`config.mk`:
```
export PLATFORM = sky130hd
export DESIGN_NAME = uart_tx
export DESIGN_NICKNAME = d
export VERILOG_FILES = /design/src/rtl/uart_pkg.sv /design/src/rtl/uart_baud_gen.sv /design/src/rtl/uart_tx.sv
export SDC_FILE = /design/constraint.sdc
export NUM_CORES = 1
export LEC_CHECK = 0
export CORE_MARGIN = 5
export CORE_UTILIZATION = 45
export CTS_CLUSTER_DIAMETER = 80
export DETAILED_ROUTE_END_ITERATION = 10
export PLACE_DENSITY = 0.71
export SETUP_SLACK_MARGIN = 0.3
export SKIP_CTS_REPAIR_TIMING = 1
export SLEW_MARGIN = 10
export SYNTH_ARGS = -nofsm -noshare
export SYNTH_HDL_FRONTEND = slang
export SYNTH_SLANG_ARGS = --single-unit
export TNS_END_PERCENT = 10
```
`constraint.sdc`:
```
create_clock -name clk_i -period 4 [get_ports clk_i]
set_input_delay 0.8 -clock clk_i [delete_from_list [all_inputs] [get_ports clk_i]]
set_output_delay 0.8 -clock clk_i [all_outputs]
set_load 0.05 [all_outputs]
```
`src/rtl/uart_pkg.sv`:
```
// Shared UART definitions: FSM state encoding, line levels and the config bit
// meanings agreed with the AXI-lite controller.
package uart_pkg;

    typedef enum logic [2:0] {
        ST_IDLE   = 3'd0,
        ST_START  = 3'd1,
        ST_DATA   = 3'd2,
        ST_PARITY = 3'd3,
        ST_STOP   = 3'd4
    } uart_state_e;

    localparam logic LINE_IDLE = 1'b1;
    localparam logic START_BIT = 1'b0;

    localparam logic DATA_BITS_SHORT = 1'b0;  // DATA_WIDTH-1 data bits
    localparam logic DATA_BITS_FULL  = 1'b1;  // DATA_WIDTH data bits
    localparam logic STOP_BITS_ONE   = 1'b0;
    localparam logic STOP_BITS_TWO   = 1'b1;

endpackage

```
`src/rtl/uart_baud_gen.sv`:
```
// Per-bit clock counter: counts 0..N-1 and flags the last clock of each bit.
// A divider value of 0 behaves like 1 (bit_end every clock).
module uart_baud_gen #(
    parameter int unsigned BAUD_VALUE_WIDTH = 16
) (
    input  logic                        clk_i,
    input  logic                        a_rst_n_i,
    input  logic                        clear_i,
    input  logic [BAUD_VALUE_WIDTH-1:0] baud_val_i,
    output logic                        bit_end_c
);

    localparam int unsigned W = BAUD_VALUE_WIDTH;

    logic [W-1:0] cnt_q, cnt_d;
    logic [W-1:0] last_c;

    always_comb begin
        last_c    = (baud_val_i == '0) ? '0 : baud_val_i - W'(1);
        bit_end_c = (cnt_q == last_c);
        cnt_d     = cnt_q + W'(1);
        if (clear_i || bit_end_c) begin
            cnt_d = '0;
        end
    end

    always_ff @(posedge clk_i or negedge a_rst_n_i) begin
        if (!a_rst_n_i) begin
            cnt_q <= '0;
        end else begin
            cnt_q <= cnt_d;
        end
    end

endmodule

```
`src/rtl/uart_tx.sv`:
```
// UART serializer: start bit, LSB-first data, optional even parity, 1/2 stop bits.
// Build with UART_TX_PARITY_EN defined to insert the parity bit after the data bits.
module uart_tx
    import uart_pkg::*;
#(
    parameter int unsigned DATA_WIDTH       = 8,
    parameter int unsigned BAUD_VALUE_WIDTH = 16
) (
    input  logic                        clk_i,
    input  logic                        a_rst_n_i,
    input  logic                        tx_enable_i,
    input  logic [DATA_WIDTH-1:0]       tx_data_i,
    input  logic                        data_bit_num_i,
    input  logic                        stop_bit_num_i,
    input  logic [BAUD_VALUE_WIDTH-1:0] baud_tick_val_i,
    output logic                        tx_o,
    output logic                        busy_o,
    output logic                        start_complete_o,
    output logic                        data_complete_o,
    output logic                        tx_complete_o
);

    localparam int unsigned IDX_W = $clog2(DATA_WIDTH + 1);

    uart_state_e                 state_q, state_d;
    logic [DATA_WIDTH-1:0]       shift_q, shift_d;
    logic [IDX_W-1:0]            idx_q, idx_d;
    logic                        data_bit_num_q, data_bit_num_d;
    logic                        stop_bit_num_q, stop_bit_num_d;
    logic [BAUD_VALUE_WIDTH-1:0] baud_q, baud_d;
    logic                        tx_q, tx_d;
    logic                        busy_q, busy_d;
    logic                        start_complete_q, start_complete_d;
    logic                        data_complete_q, data_complete_d;
    logic                        tx_complete_q, tx_complete_d;
    logic                        bit_end_c;
    logic [IDX_W-1:0]            last_idx_c;
`ifdef UART_TX_PARITY_EN
    logic                        parity_q, parity_d;
    logic [DATA_WIDTH-1:0]       payload_c;
`endif

    uart_baud_gen #(
        .BAUD_VALUE_WIDTH(BAUD_VALUE_WIDTH)
    ) u_baud_gen (
        .clk_i     (clk_i),
        .a_rst_n_i (a_rst_n_i),
        .clear_i   (state_q == ST_IDLE),
        .baud_val_i(baud_q),
        .bit_end_c (bit_end_c)
    );

    // Next-state, datapath and registered-output computation
    always_comb begin
        state_d          = state_q;
        shift_d          = shift_q;
        idx_d            = idx_q;
        data_bit_num_d   = data_bit_num_q;
        stop_bit_num_d   = stop_bit_num_q;
        baud_d           = baud_q;
        start_complete_d = 1'b0;
        data_complete_d  = 1'b0;
        tx_complete_d    = 1'b0;
        last_idx_c       = (data_bit_num_q == DATA_BITS_FULL) ? IDX_W'(DATA_WIDTH - 1)
                                                               : IDX_W'(DATA_WIDTH - 2);
`ifdef UART_TX_PARITY_EN
        parity_d  = parity_q;
        payload_c = (data_bit_num_i == DATA_BITS_FULL) ? tx_data_i
                                                       : {1'b0, tx_data_i[DATA_WIDTH-2:0]};
`endif

        case (state_q)
            ST_IDLE: begin
                if (tx_enable_i) begin
                    state_d        = ST_START;
                    shift_d        = tx_data_i;
                    idx_d          = '0;
                    data_bit_num_d = data_bit_num_i;
                    stop_bit_num_d = stop_bit_num_i;
                    baud_d         = baud_tick_val_i;
`ifdef UART_TX_PARITY_EN
                    parity_d       = ^payload_c;
`endif
                end
            end
            ST_START: begin
                if (bit_end_c) begin
                    state_d          = ST_DATA;
                    idx_d            = '0;
                    start_complete_d = 1'b1;
                end
            end
            ST_DATA: begin
                if (bit_end_c) begin
                    shift_d = shift_q >> 1;
                    if (idx_q == last_idx_c) begin
                        data_complete_d = 1'b1;
                        idx_d           = '0;
`ifdef UART_TX_PARITY_EN
                        state_d         = ST_PARITY;
`else
                        state_d         = ST_STOP;
`endif
                    end else begin
                        idx_d = idx_q + IDX_W'(1);
                    end
                end
            end
`ifdef UART_TX_PARITY_EN
            ST_PARITY: begin
                if (bit_end_c) begin
                    state_d = ST_STOP;
                    idx_d   = '0;
                end
            end
`endif
            ST_STOP: begin
                if (bit_end_c) begin
                    if (stop_bit_num_q == STOP_BITS_TWO && idx_q == '0) begin
                        idx_d = IDX_W'(1);
                    end else begin
                        state_d       = ST_IDLE;
                        tx_complete_d = 1'b1;
                    end
                end
            end
            default: begin
                state_d = ST_IDLE;
            end
        endcase

        // Line level follows the state being entered so tx_o is registered
        case (state_d)
            ST_START: tx_d = START_BIT;
            ST_DATA:  tx_d = shift_d[0];
`ifdef UART_TX_PARITY_EN
            ST_PARITY: tx_d = parity_q;
`endif
            default:  tx_d = LINE_IDLE;
        endcase
        busy_d = (state_d != ST_IDLE);
    end

    always_ff @(posedge clk_i or negedge a_rst_n_i) begin
        if (!a_rst_n_i) begin
            state_q          <= ST_IDLE;
            shift_q          <= '0;
            idx_q            <= '0;
            data_bit_num_q   <= DATA_BITS_SHORT;
            stop_bit_num_q   <= STOP_BITS_ONE;
            baud_q           <= '0;
            tx_q             <= LINE_IDLE;
            busy_q           <= 1'b0;
            start_complete_q <= 1'b0;
            data_complete_q  <= 1'b0;
            tx_complete_q    <= 1'b0;
`ifdef UART_TX_PARITY_EN
            parity_q         <= 1'b0;
`endif
        end else begin
            state_q          <= state_d;
            shift_q          <= shift_d;
            idx_q            <= idx_d;
            data_bit_num_q   <= data_bit_num_d;
            stop_bit_num_q   <= stop_bit_num_d;
            baud_q           <= baud_d;
            tx_q             <= tx_d;
            busy_q           <= busy_d;
            start_complete_q <= start_complete_d;
            data_complete_q  <= data_complete_d;
            tx_complete_q    <= tx_complete_d;
`ifdef UART_TX_PARITY_EN
            parity_q         <= parity_d;
`endif
        end
    end

    assign tx_o             = tx_q;
    assign busy_o           = busy_q;
    assign start_complete_o = start_complete_q;
    assign data_complete_o  = data_complete_q;
    assign tx_complete_o    = tx_complete_q;

endmodule

```
==> results of run 1 <==
## cells by family (layout without fill, tap and decap cells)
group	after synthesis	after routing	share of synthesized area (%)
compound gates	64	64	13.7
xor+xnor	34	34	9.32
fa+ha+maj	4	4	1.50
buf+inv	32	54	4.53
flops	54	54	40.5
mux	6	6	1.91
simple gates	184	184	28.6
## layout make-up
cell class / instances / area [µm²] / area share [%]
multi-input cells: 292 / 1840 / 48.3
flip-flops and latches: 54 / 1350 / 35.5
repair buffers: 35 / 340 / 8.94
well taps: 99 / 124 / 3.25
clock buffers: 5 / 68.8 / 1.81
inverters: 11 / 41.3 / 1.08
clock inverters: 3 / 40.0 / 1.05
## metrics by stage
step | total power (µW) | setup WS [ns] | instance area [µm²] | utilization (%) | hold WS (ns)
finish | 948 | 0.488 | 3810 | 52.5 | 0.490
global route | 980 | 0.252 | 3810 | 52.5 | 0.504
CTS | 961 | 0.378 | 3800 | 52.5 | 0.494
detailed placement | 596 | 0.400 | 3700 | 51.0 | 0.470
global placement | 596 | 0.520 | 3700 | 51.0 | 0.461
floorplan | 557 | 0.837 | 3340 | - | 0.446
## final timing paths
path                                         from                        end  slack (ns)  cells past startpoint
max reg2reg                 baud_q[0]$_DFFE_PN0P_           busy_o$_DFF_PN0_        0.49                     10
min in group asynchronous               a_rst_n_i      baud_q[5]$_DFFE_PN0P_        0.53                      1
min reg2reg                shift_q[6]$_DFFE_PN0P_     shift_q[6]$_DFFE_PN0P_        0.49                      1
max                         baud_q[0]$_DFFE_PN0P_           busy_o$_DFF_PN0_        0.49                     10
min                        shift_q[6]$_DFFE_PN0P_     shift_q[6]$_DFFE_PN0P_        0.49                      1
max in group asynchronous               a_rst_n_i  data_complete_o$_DFF_PN0_        2.68                      2
## power by group through the flow
stage                     clock network [µW]  registers, µW  logic [µW]
final                                    364            545        39.1
after global routing                     391            546        43.1
after CTS                                376            546        40.3
after detailed placement                   0            556        40.1
after global placement                     0            556        39.7
after floorplan                            0            556       0.835
## metal layers
| metal | vias up | wire [µm] |
|---|---|---|
| met3 | 10 | 240 |
| met4 | 0 | 79 |
| met1 | 1366 | 3470 |
| met2 | 53 | 3670 |
| met5 | - | 0 |
| li1 | 1354 | - |
## sequential cells by signal (all words and copies together), names as in the netlist
name / cells
shift_q: 8
tx_complete_o: 1
idx_q: 4
start_complete_o: 1
data_bit_num_q: 1
tx_o: 1
baud_q: 16
u_baud_gen.cnt_q: 16
busy_o: 1
stop_bit_num_q: 1
state_q: 3
data_complete_o: 1
## critical path, cell delays in order, from the launching register on
cell,delay [ns]
dfrtp_1,0.45
inv_1,0.10
ha_1,0.25
or4b_4,0.50
or2_0,0.22
o211a_1,0.26
a2111oi_4,0.28
o2111ai_2,0.25
nor4_2,0.53
o21ai_2,0.16
or3_1,0.38
## synthesized netlist by cell type (all sizes together) (3+ instances only)
| master | count |
|---|---|
| a21o | 8 |
| a21oi | 10 |
| a22o | 7 |
| a31oi | 6 |
| and3 | 5 |
| buf | 6 |
| clkbuf | 15 |
| dfrtp | 53 |
| ha | 4 |
| inv | 11 |
| mux2 | 3 |
| mux2i | 3 |
| nand2 | 67 |
| nand2b | 5 |
| nand3 | 16 |
| nand4 | 4 |
| nor2 | 32 |
| nor3 | 15 |
| nor3b | 5 |
| nor4 | 9 |
| o21ai | 18 |
| or3 | 10 |
| xnor2 | 20 |
| xor2 | 13 |
==> load_flow_metrics.sql, run 1 <==
INSERT INTO impl_metrics (metric_group, metric, value, unit) VALUES
('status', 'run_status', 'complete, no violations', ''),
('global_routing', 'wire_length_of_the_first_global_routing_pass', '13000', 'µm'),
('die', 'die_area', '0.00925', 'mm²'),
('sta', 'setup_violations', '0', ''),
('critical_path', 'critical_path.max_fanout', '7', ''),
('critical_path', 'critPathKind', 'flop to flop', ''),
('synthesis', 'synth_sequential_area_ratio', '40.5', '%'),
('sta', 'post_route_fraction_of_the_period_consumed_by_the_critical_path', '87.8', '%'),
('synthesis', 'postSynthRegisterBits', '54', ''),
('global_routing', 'use_met3', '2.97', '%'),
('sta', 'final.setup.tns', '0', 'ns'),
('sta', 'clock.fmax', '0.285', 'GHz'),
('sta', 'worst_slew_pin_slew', '0.804', 'ns'),
('power_and_ir_drop', 'switching_share', '20.5', '%'),
('sta', 'rsz0062_at_grt', 'yes', ''),
('die', 'width_of_the_die', '96.2', 'µm'),
('die', 'initial_core_util', '46.1', '%'),
('global_routing', 'grt_antenna_before_repair', '0', ''),
('power_and_ir_drop', 'switching_component_of_the_power', '194', 'µW'),
('clocking', 'tritoncts', 'built', ''),
('routing', 'route.vias.total', '2783', ''),
('power_and_ir_drop', 'power_per_cell_area', '249', 'mW/mm²'),
('routing', 'detailedRoute.firstPassIterationCount', '4', ''),
('synthesis', 'postSynth.topFlopCell', 'dfrtp_1', ''),
('clocking', 'clkLatencyLatePin', '0.31', 'ns'),
('die', 'ioPinCount', '34', ''),
('finish', 'most-common-layout-cells', 'nand2_1 (67), dfrtp_1 (53), clkdlybuf4s50_1 (32), nor2_1 (30), xnor2_1 (20)', ''),
('power_and_ir_drop', 'clock_power_share', '38.4', '%'),
('power_and_ir_drop', 'seq_power_share', '57.5', '%'),
('die', 'die_h', '96.2', 'µm'),
('placement', 'routabilityCongestion', '0.895', ''),
('sta', 'final-max-slew-violation-count', '0', ''),
('power_and_ir_drop', 'internal_power', '754', 'µW'),
('finish', 'final.fill_count', '722', ''),
('sta', 'finalCriticalPeriod', '3.51', 'ns'),
('power_and_ir_drop', 'power.static_leakage', '0.00165', 'µW'),
('sta', 'worst_clock_skew', '0.00592', 'ns'),
('global_routing', 'pin_count_of_the_biggest_net_entering_global_routing', '32', ''),
('critical_path', 'critical_path.endpoint_type', 'flop', ''),
('placement', 'hpwlAfterDp', '5550', 'µm'),
('global_routing', 'number_of_global_route_vias_before_repair', '2801', ''),
('clocking', 'clkTransAtPathRegs', '0.10', 'ns'),
('placement', 'io_buffers', '33', ''),
('routing', 'drt_iter0_drc', '137', ''),
('global_routing', 'grt_busiest_layer', 'met2', ''),
('global_routing', 'gr_met2_demand_resource', '30.3', '%'),
('sta', 'hold_viol', '0', ''),
('routing', 'detail_route.vias_per_cell', '5.58', ''),
('synthesis', 'synth_cells', '378', ''),
('critical_path', 'crit_path_start_kind', 'flop', ''),
('finish', 'diodes', '0', ''),
('synthesis', 'share_of_synthesized_flip_flops_with_an_asynchronous_set_or_reset', '100', '%'),
('clocking', 'cts-htree-levels', '2', ''),
('routing', 'routed_wire_length_per_instance', '14.9', 'µm'),
('synthesis', 'yosys-top-cells-area', 'dfrtp_1 (40%), nand2_1 (7.5%), xnor2_1 (5.2%)', ''),
('clocking', 'cts.sink_count', '54', ''),
('sta', 'slew_headroom', '46.3', '%'),
('finish', 'fin_nets', '432', ''),
('synthesis', 'ys_types', '58', ''),
('finish', 'synthToLayoutAreaGrowth', '13.9', '%'),
('clocking', 'max-clock-path-buffers', '2', ''),
('finish', 'post_layout_nonfiller_instances', '499', ''),
('critical_path', 'worst-endpoint-required', '4.19', 'ns'),
('clocking', 'clockRootBuffer', 'clkbuf_8', ''),
('power_and_ir_drop', 'comb_power_share', '4.1', '%'),
('clocking', 'cts_inserted_buffers', '5', ''),
('min_path', 'hold_path_class', 'flop to flop', ''),
('global_routing', 'grt-ovfl-total', '0', ''),
('finish', 'layout-drive-gt1-share', '8.50', '%'),
('synthesis', 'synthDominantAreaCellType', 'dfrtp_1', ''),
('synthesis', 'syn_nets', '411', '');
Power figures use the tool's default switching activity.
==> run 2, diff against run 1 <==
--- a/config.mk
+++ b/config.mk
@@ -15,5 +15,5 @@
 export SLEW_MARGIN = 10
 export SYNTH_ARGS = -nofsm -noshare
 export SYNTH_HDL_FRONTEND = slang
+export SYNTH_HIERARCHICAL = 1
 export SYNTH_SLANG_ARGS = --single-unit
-export TNS_END_PERCENT = 10
==> load_flow_metrics.sql, run 2 <==
INSERT INTO impl_metrics (metric_group, metric, value, unit) VALUES
('global_routing', 'grt_antenna_before_repair', '0', ''),
('placement', 'hpwlAfterDp', '5190', 'µm'),
('critical_path', 'crit_path_top_delay_cell', 'dfrtp_2', ''),
('finish', 'fin_nets', '390', ''),
('global_routing', 'number_of_global_route_vias_before_repair', '2608', ''),
('sta', 'rsz0062_at_grt', 'no', ''),
('sta', 'worst_slew_pin_slew', '0.661', 'ns'),
('die', 'rows', '31', ''),
('synthesis', 'share_of_synthesized_flip_flops_with_an_asynchronous_set_or_reset', '100', '%'),
('finish', 'most-common-layout-cells', 'dfrtp_1 (52), clkdlybuf4s50_1 (32), nand2_1 (29), nor2_1 (20)', ''),
('die', 'die_h', '94.9', 'µm'),
('finish', 'layout-drive-gt1-share', '18.2', '%'),
('finish', 'final.fill_count', '659', ''),
('critical_path', 'critical_path.endpoint_type', 'flop', ''),
('critical_path', 'r2r-start', 'baud_q[0]$_DFFE_PN0P_', ''),
('routing', 'total_routed_length', '7380', 'µm'),
('synthesis', 'count_of_flip_flops_with_a_built_in_enable_after_synthesis', '0', ''),
('clocking', 'cts_inserted_buffers', '5', ''),
('synthesis', 'synthDominantAreaCellType', 'dfrtp_1', ''),
('critical_path', 'critical_path.startpoint', 'baud_q[0]$_DFFE_PN0P_', ''),
('critical_path', 'worst-endpoint-required', '4.20', 'ns'),
('global_routing', 'grt-ovfl-total', '0', ''),
('finish', 'mostFrequentLayoutCell', 'dfrtp_1', ''),
('clocking', 'max-clock-path-buffers', '2', ''),
('sta', 'setup_violations', '0', ''),
('die', 'initial_core_util', '45.5', '%'),
('clocking', 'tritoncts', 'built', ''),
('sta', 'post_route_worst_hold_slack', '0.450', 'ns'),
('synthesis', 'synth_sequential_area_ratio', '41.7', '%'),
('power_and_ir_drop', 'power.static_leakage', '0.00160', 'µW'),
('routing', 'drt_drc_violations_left', '0', ''),
('critical_path', 'timing.critical_path.mode_cell', 'and2_4', ''),
('sta', 'clock.fmax', '0.273', 'GHz'),
('global_routing', 'pin_count_of_the_biggest_net_entering_global_routing', '32', ''),
('placement', 'io_buffers', '33', ''),
('sta', 'final.setup.tns', '0', 'ns'),
('flow_run', 'maxCapViolations', '0', ''),
('finish', 'diodes', '0', ''),
('synthesis', 'yosysWarningCount', '6', ''),
('routing', 'detailedRoute.firstPassIterationCount', '4', ''),
('power_and_ir_drop', 'worst_ir_drop_vdd', '189', 'µV'),
('clocking', 'clkTransAtPathRegs', '0.10', 'ns'),
('die', 'core_region_area', '0.00714', 'mm²'),
('finish', 'layout.cell_area.non_filler', '0.00388', 'mm²'),
('finish', 'utilization', '54.3', '%'),
('synthesis', 'postSynth.topFlopCell', 'dfrtp_1', ''),
('sta', 'final-max-slew-violation-count', '0', ''),
('clocking', 'clockRootBuffer', 'clkbuf_8', ''),
('clocking', 'clkLatencyLatePin', '0.31', 'ns'),
('placement', 'routabilityCongestion', '0.897', ''),
('die', 'die_area', '0.00901', 'mm²'),
('synthesis', 'ys_types', '70', ''),
('critical_path', 'r2r_end', 'idx_q[0]$_DFFE_PN0P_', ''),
('critical_path', 'critPathKind', 'flop to flop', ''),
('critical_path', 'worst-r2r-cell-count', '14', ''),
('critical_path', 'reg2reg_slack', '0.34', 'ns'),
('min_path', 'hold_path_class', 'input port to asynchronous set/reset pin', ''),
('sta', 'slew_headroom', '55.7', '%'),
('synthesis', 'post_synth_most_frequent_cells', 'dfrtp_1 (53), nand2_1 (29), nor2_1 (20)', ''),
('synthesis', 'syn_nets', '351', ''),
('critical_path', 'critical_path.max_fanout', '7', ''),
('sta', 'worst_clock_skew', '0.00794', 'ns'),
('synthesis', 'synthDominantCellAreaShare', '40.8', '%'),
('die', 'ioPinCount', '34', ''),
('clocking', 'cts.sink_count', '54', ''),
('clocking', 'cts-htree-levels', '2', ''),
('routing', 'drt_iter0_drc', '136', ''),
('finish', 'biggestRegsByFlops', 'baud_q (16), u_baud_gen/cnt_q (16), shift_q (8)', ''),
('die', 'width_of_the_die', '94.9', 'µm'),
('critical_path', 'cpPeakStageDelay', '0.45', 'ns'),
('synthesis', 'yosys-top-cells-area', 'dfrtp_1 (41%), mux2_2 (5.2%), xnor2_1 (4.3%)', ''),
('global_routing', 'global_router_s_overall_resource_usage', '17.3', '%'),
('routing', 'route.vias.total', '2582', ''),
('sta', 'finalCriticalPeriod', '3.66', 'ns'),
('global_routing', 'wire_length_of_the_first_global_routing_pass', '12400', 'µm'),
('routing', 'final_antenna_net_count', '0', ''),
('synthesis', 'synth_most_common_cell', 'dfrtp_1', ''),
('critical_path', 'crit_path_start_kind', 'flop', ''),
('placement', 'detailed_place.area', '0.00367', 'mm²'),
('power_and_ir_drop', 'power_per_cell_area', '461', 'mW/mm²'),
('synthesis', 'synth_cells', '318', ''),
('critical_path', 'critical_path.endpoint', 'idx_q[0]$_DFFE_PN0P_', ''),
('critical_path', 'worst_ep_arrival_time', '3.85', 'ns'),
('synthesis', 'postSynthAreaPerCell', '10.2', 'µm²'),
('synthesis', 'netlist_area', '0.00325', 'mm²'),
('routing', 'routed_wire_length_per_instance', '16.1', 'µm'),
('routing', 'detail_route.vias_per_cell', '5.65', ''),
('synthesis', 'postSynthRegisterBits', '54', ''),
('sta', 'post_route_fraction_of_the_period_consumed_by_the_critical_path', '91.4', '%'),
('critical_path', 'critical_path.cell_chain', 'inv_1, ha_4, or3b_4, nor4_4, buf_4, a21oi_1, o22ai_1, a2111oi_2, and4_1, and2_4, nor4bb_2, a211oi_2, and2_4, mux2_1', ''),
('sta', 'hold_viol', '0', ''),
('finish', 'synthToLayoutAreaGrowth', '19.5', '%'),
('status', 'run_status', 'complete, no violations', '');
-- run 2: layer usage --
metal  wire [µm]  up-vias  track usage, %  part of all wire [%]
li1            -     1250               -                     -
met1        3370     1268            22.6                    46
met2        3630       51            29.2                    49
met3         266       13            2.87                   3.6
met4         114        0            5.65                   1.5
met5           0        -               0                     0
-- run 2: worst min-delay path by stage --
stage	from	to	slack [ns]	depth (start not counted)
final	a_rst_n_i	baud_q[3]$_DFFE_PN0P_	0.45	1
after detailed placement	shift_q[4]$_DFFE_PN0P_	shift_q[4]$_DFFE_PN0P_	0.47	2
after floorplan	shift_q[0]$_DFF_PN0_	shift_q[0]$_DFF_PN0_	0.45	1
after global routing	a_rst_n_i	baud_q[3]$_DFFE_PN0P_	0.49	1
after CTS	a_rst_n_i	baud_q[3]$_DFFE_PN0P_	0.47	1
after global placement	shift_q[0]$_DFF_PN0_	shift_q[0]$_DFF_PN0_	0.46	1
-- run 2: cell type report --
cell class / instances / area [µm²] / share of cell area, %
Clock inverter: 2 / 17.5 / 0.452
Inverter: 12 / 45.0 / 1.16
Clock buffer: 6 / 82.6 / 2.13
Sequential cell: 54 / 1350 / 34.9
Timing Repair Buffer: 48 / 438 / 11.3
Multi-Input combinational cell: 236 / 1820 / 46.9
Tap cell: 99 / 124 / 3.19
-- run 2: logic make-up (layout without fill, tap and decap cells) --
logic type | Yosys count | count (layout) | synth area share, %
flip-flops | 54 | 54 | 41.7
buffers and inverters | 28 | 68 | 4.47
XOR/XNOR | 28 | 28 | 7.98
AO/OA/AOI/OAI | 67 | 67 | 16.1
AND/OR/NAND/NOR | 114 | 114 | 20.4
adder cells (fa/ha/maj) | 4 | 4 | 1.54
multiplexers | 23 | 23 | 7.82
-- run 2: worst max-delay path: cells and delay by family, from the launching register on --
family	cells	cell delay (ns)
muxes	1	0.32
buffers and inverters	2	0.28
AOI/OAI and AO/OA	4	0.67
adders and majority gates	1	0.18
and+or+nand+nor	6	1.63
DFF	1	0.45
-- run 2: where the power goes --
group	switching [µW]	total (µW)	internal, µW
Combinational	303	627	324
Sequential	169	835	665
Clock	185	328	143
-- run 2: through the flow --
step | cells | power, µW | worst slack, ns
final | 457 | 1790 | 0.343
after global routing | 457 | 1910 | 0.190
after global placement | 443 | 1420 | 0.354
after floorplan | 318 | 1260 | 0.315
after detailed placement | 443 | 1440 | 0.224
after CTS | 451 | 1770 | 0.175
==> edit 1, RTL diff (config.mk and constraints of run 2) <==
Set the parameter `DATA_WIDTH` to 16 (it was 8).
--- a/src/rtl/uart_tx.sv
+++ b/src/rtl/uart_tx.sv
@@ -3,7 +3,7 @@
 module uart_tx
     import uart_pkg::*;
 #(
-    parameter int unsigned DATA_WIDTH       = 8,
+    parameter int unsigned DATA_WIDTH       = 16,
     parameter int unsigned BAUD_VALUE_WIDTH = 16
 ) (
     input  logic                        clk_i,
Interface: changed (resized tx_data_i); port bits go from 34 to 42. The function was not compared with the original's and may differ.
==> edit 1 against run 2 <==
- synthesized cell count increased by 15%
- clock power increased by 66%
- setup slack improved by 0.13 ns
- cell area increased by 14%
- global-route usage increased by 0.31 points
- final cell count increased by 13%
- total power increased by 25%
- wire length increased by 15%
- area after synthesis increased by 15%
- non-clock buffer count increased by 2
- sequential cell count increased by 9
- critical path type unchanged
- largest cell class unchanged
- largest power group unchanged
==> edit 1: results (changes against run 2) <==
- DIE WIDTH: 100.9 um (+6.3%)
- Largest regs: baud_q x16, shift_q x16, u_baud_gen/cnt_q x16
- Non-Clock Buffer Area Fraction: 0.1082 (-0.004695)
- Placed insts: 501 (+13%)
- P_clk: 0.546 mW (+66%)
- Register area share after synthesis: 0.4240 (+0.007438)
- CTS Buf Count: 9 (+4)
- Multi-input gate count: 272 (+15%)
- GR Util met2: 0.2694 (-0.02247)
- Crit-path max cell delay: 0.63 ns (+0.18 ns)
- Via count: 2972 (+15%)
- R2r endpoint: idx_q[3]$_DFFE_PN0P_
- Wire per inst: 16.40 um (+1.6%)
- Synth Net Count: 408 (+16%)
- Synth top area cells: dfrtp_1 42%, mux2_2 5.4%, nand2_1 5.1%
- GP Congestion: 0.8862 (-1.2%)
- VDD IR max: 239.1 uV (+27%)
- Outcome: finished, final reports clean
- R2R setup slack: 0.47 ns (+0.13 ns)
- Global-route wire length before repair: 14460 um (+16%)
- Clock power share: 0.245 (+0.062)
- Vias in the first global route: 2950 (+13%)
- Reg clk slew, reported paths: 0.08 ns (-0.02 ns)
- Vias/cell: 5.749 (+1.7%)
- Commonest cells post-synth: 62 x dfrtp_1, 51 x nand2_1, 19 x nor2_1
- DR WL met2: 3966 um (+9.4%)
- Final #Nets: 449 (+15%)
- Core Util, Final: 0.5416 (-0.001869)
- Multi-input combinational area share: 0.4513 (-0.01742)
- Worst Reg-to-Reg Cells: 11 (-3)
- Avg Cell Area, Syn: 10.14 sq um (-0.70%)
- DR WL met3: 428 um (+61%)
- R2R Path Start: baud_q[2]$_DFFE_PN0P_
- Worst setup path startpoint: baud_q[2]$_DFFE_PN0P_
- Port bufs: 41 (+24%)
- Sw frac: 0.3635 (-0.003661)
- Filler cells: 720 (+9.3%)
- Drt initial violations: 142 (+4.4%)
- Share of layout cells above drive strength 1: 0.1772 (-0.004380)
- Worst Hold Class: reg2reg
- Total track usage: 0.1762 (+0.003133)
- Worst slew margin: 0.3182 (-0.2393)
- GR Util met1: 0.2469 (+0.02090)
- Skew-Pair Late Insertion Delay: 0.35 ns (+0.04 ns)
- DRT met1 WL: 3922 um (+16%)
- Crit Path Max Fanout: 10 (+3)
- Leakage power: 1.822 nW (+14%)
- Number of sequential cells: 63 (+17%)
- Netlist cell types: 77 (+10%)
- Post-Route Skew: 0.009342 ns (+0.001402 ns)
- Post-DP Area: 0.004178 sq mm (+14%)
- H-tree depth: 3 (+1)
- Register area: 0.001578 sq mm (+17%)
==> edit 1: cell families (layout without fill, tap and decap cells) <==
family	count (synthesis)	after routing	synth area share
AND/OR/NAND/NOR	143	143	0.2162
AO/OA/AOI/OAI	75	75	0.1601
flip-flops	63	63	0.4240
buffers and inverters	32	77	0.05144
XOR/XNOR	28	28	0.06960
multiplexers	22	22	0.06523
adder cells (fa/ha/maj)	4	4	0.01345
==> edit 1: worst max path at each step <==
stage                                 to  slack, ns  cells past startpoint
floorplan           idx_q[3]$_DFFE_PN0P_       0.33                     16
global placement    idx_q[3]$_DFFE_PN0P_       0.35                     13
detailed placement  idx_q[3]$_DFFE_PN0P_       0.26                     13
CTS                 idx_q[3]$_DFFE_PN0P_       0.15                     13
global route        idx_q[2]$_DFFE_PN0P_       0.32                     11
finish              idx_q[3]$_DFFE_PN0P_       0.47                     11
==> edit 2, RTL diff (config.mk and constraints of run 2) <==
Made on the original files. The 5 states of `uart_state_e` get a one-hot encoding in 5 bits.
--- a/src/rtl/uart_pkg.sv
+++ b/src/rtl/uart_pkg.sv
@@ -2,12 +2,12 @@
 // meanings agreed with the AXI-lite controller.
 package uart_pkg;
 
-    typedef enum logic [2:0] {
-        ST_IDLE   = 3'd0,
-        ST_START  = 3'd1,
-        ST_DATA   = 3'd2,
-        ST_PARITY = 3'd3,
-        ST_STOP   = 3'd4
+    typedef enum logic [4:0] {
+        ST_IDLE   = 5'b00001,
+        ST_START  = 5'b00010,
+        ST_DATA   = 5'b00100,
+        ST_PARITY = 5'b01000,
+        ST_STOP   = 5'b10000
     } uart_state_e;
 
     localparam logic LINE_IDLE = 1'b1;
Behaviour: no difference found for any inputs over 10 cycles, from zero or initial values and one cycle with a_rst_n_i low; not proved beyond that.
==> edit 2 against run 2 <==
- wire length increased by 5.1%
- area after synthesis increased by 7.7%
- combinational power decreased by 22%
- critical path depth increased by 1
- setup slack got worse by 0.050 ns
- fmax decreased by 1.4%
- largest power group unchanged
- cell area increased by 7.8%
- final cell count increased by 7.4%
- die area increased by 6.9%
- total power decreased by 12%
- sequential cell count increased by 2
- highest routed layer unchanged
==> edit 2: results (changes against run 2) <==
- Outcome: finished, final reports clean
- Post-Route Skew: 0.008332 ns (+0.0003911 ns)
- Commonest cells post-synth: 54 x dfrtp_1, 24 x nand2_1, 23 x nor2_1
- Synth Net Count: 378 (+7.7%)
- Placed insts: 470 (+6.1%)
- Leakage power: 1.674 nW (+4.9%)
- Avg Cell Area, Syn: 10.13 sq um (-0.76%)
- Final #Nets: 421 (+7.9%)
- Register area share after synthesis: 0.4016 (-0.01500)
- Drt initial violations: 116 (-15%)
- Reg clk slew, reported paths: 0.11 ns
- VDD IR max: 155.3 uV (-18%)
- Synth top area cells: dfrtp_1 39%, mux2_1 5.8%, xnor2_1 4.3%
- Share of layout cells above drive strength 1: 0.1902 (+0.008667)
- GP Congestion: 0.9045 (+0.88%)
- Worst-Margin Slew: 0.7392 ns (+0.07824 ns)
- Netlist cell types: 75 (+7.1%)
- Filler cells: 664 (+0.76%)
- Worst Hold Class: reg2reg
- Final std cells w/o fill: 491 (+7.4%)
- Global-route wire length before repair: 12590 um (+1.4%)
- Vias in the first global route: 2682 (+2.8%)
- Multi-input gate area: 0.002001 sq mm (+10%)
- Total track usage: 0.1566 (-0.01646)
- Largest net degree at the start of global routing: 33 (+3.1%)
- Post-DP Area: 0.003889 sq mm (+6.0%)
- Ant. Diodes: 0 (unchanged)
- HPWL after DPL: 5279 um (+1.8%)
- CP arrival: 3.92 ns (+0.07 ns)
-- edit 2: cell count changes in the layout (fill, tap and decap cells not counted), moves of 3 or more --
cell and change:
inv_2 +3, mux2_2 -14, inv_1 +6, o21ai_1 +8, mux2_1 +14, buf_4 +5
nand2_1 -5, nor4_4 +3, nor4_2 +3
-- edit 2: layout make-up --
cell class	instances	share of cell area
Multi-Input combinational cell	251	0.4783
Clock buffer	5	0.01645
Sequential cell	56	0.3362
Tap cell	102	0.03051
Timing Repair Buffer	53	0.1137
Clock inverter	3	0.005983
Inverter	21	0.01885
-- edit 2: logic make-up after synthesis --
family / share of synthesized area
buffers and inverters: 0.05941
xor gates and xnor gates: 0.07408
AOI/OAI and AO/OA: 0.1632
muxes: 0.08268
and+or+nand+nor: 0.2037
DFF: 0.4016
other: 0.001073
adders and majority gates: 0.01432
-- edit 2: path summary, 6_finish.rpt --
path,start,endpoint,slack (ns),cells past startpoint
min,stop_bit_num_q$_DFFE_PN0P_,stop_bit_num_q$_DFFE_PN0P_,0.49,1
max reg2reg,baud_q[1]$_DFFE_PN0P_,idx_q[0]$_DFFE_PN0P_,0.29,15
max,baud_q[1]$_DFFE_PN0P_,idx_q[0]$_DFFE_PN0P_,0.29,15
min reg2reg,stop_bit_num_q$_DFFE_PN0P_,stop_bit_num_q$_DFFE_PN0P_,0.49,1
min in group asynchronous,a_rst_n_i,u_baud_gen/cnt_q[4]$_DFF_PN0_,0.53,1
max in group asynchronous,a_rst_n_i,state_q[0]$_DFF_PN1_,2.62,2
-- edit 2: metal layers --
metal  vias up  part of all wire  GRT usage
met4         0             0.023    0.05147
met2        56              0.49     0.2681
met3        17             0.039    0.03357
met5         -                 0          0
met1      1318              0.45     0.1972
li1       1343                 -          -
-- edit 2: report_power, final --
group / internal, mW / total (mW) / switching, mW
clock network: 0.128 / 0.339 / 0.210
registers: 0.646 / 0.758 / 0.112
logic: 0.246 / 0.486 / 0.240
-- edit 2: worst max-delay path, cell delays in order (launching register included) --
cell and delay (ns):
dfrtp_1 0.41, inv_1 0.11, ha_4 0.18, or3b_4 0.42
nor4_4 0.35, buf_4 0.18, nor2_1 0.04, a211o_1 0.28
a21oi_2 0.16, and4_1 0.26, and2_4 0.19, nand2b_4 0.06
mux2i_2 0.16, a211oi_2 0.11, nor4_4 0.35, mux2_4 0.33
-- edit 2: through the flow --
| step | setup slack (ns) | hold slack (ns) |
|---|---|---|
| floorplan | 0.3052 | 0.4492 |
| global placement | 0.3028 | 0.4750 |
| detailed placement | 0.2069 | 0.4701 |
| CTS | 0.1769 | 0.4965 |
| global route | 0.1669 | 0.5467 |
| finish | 0.2933 | 0.4937 |
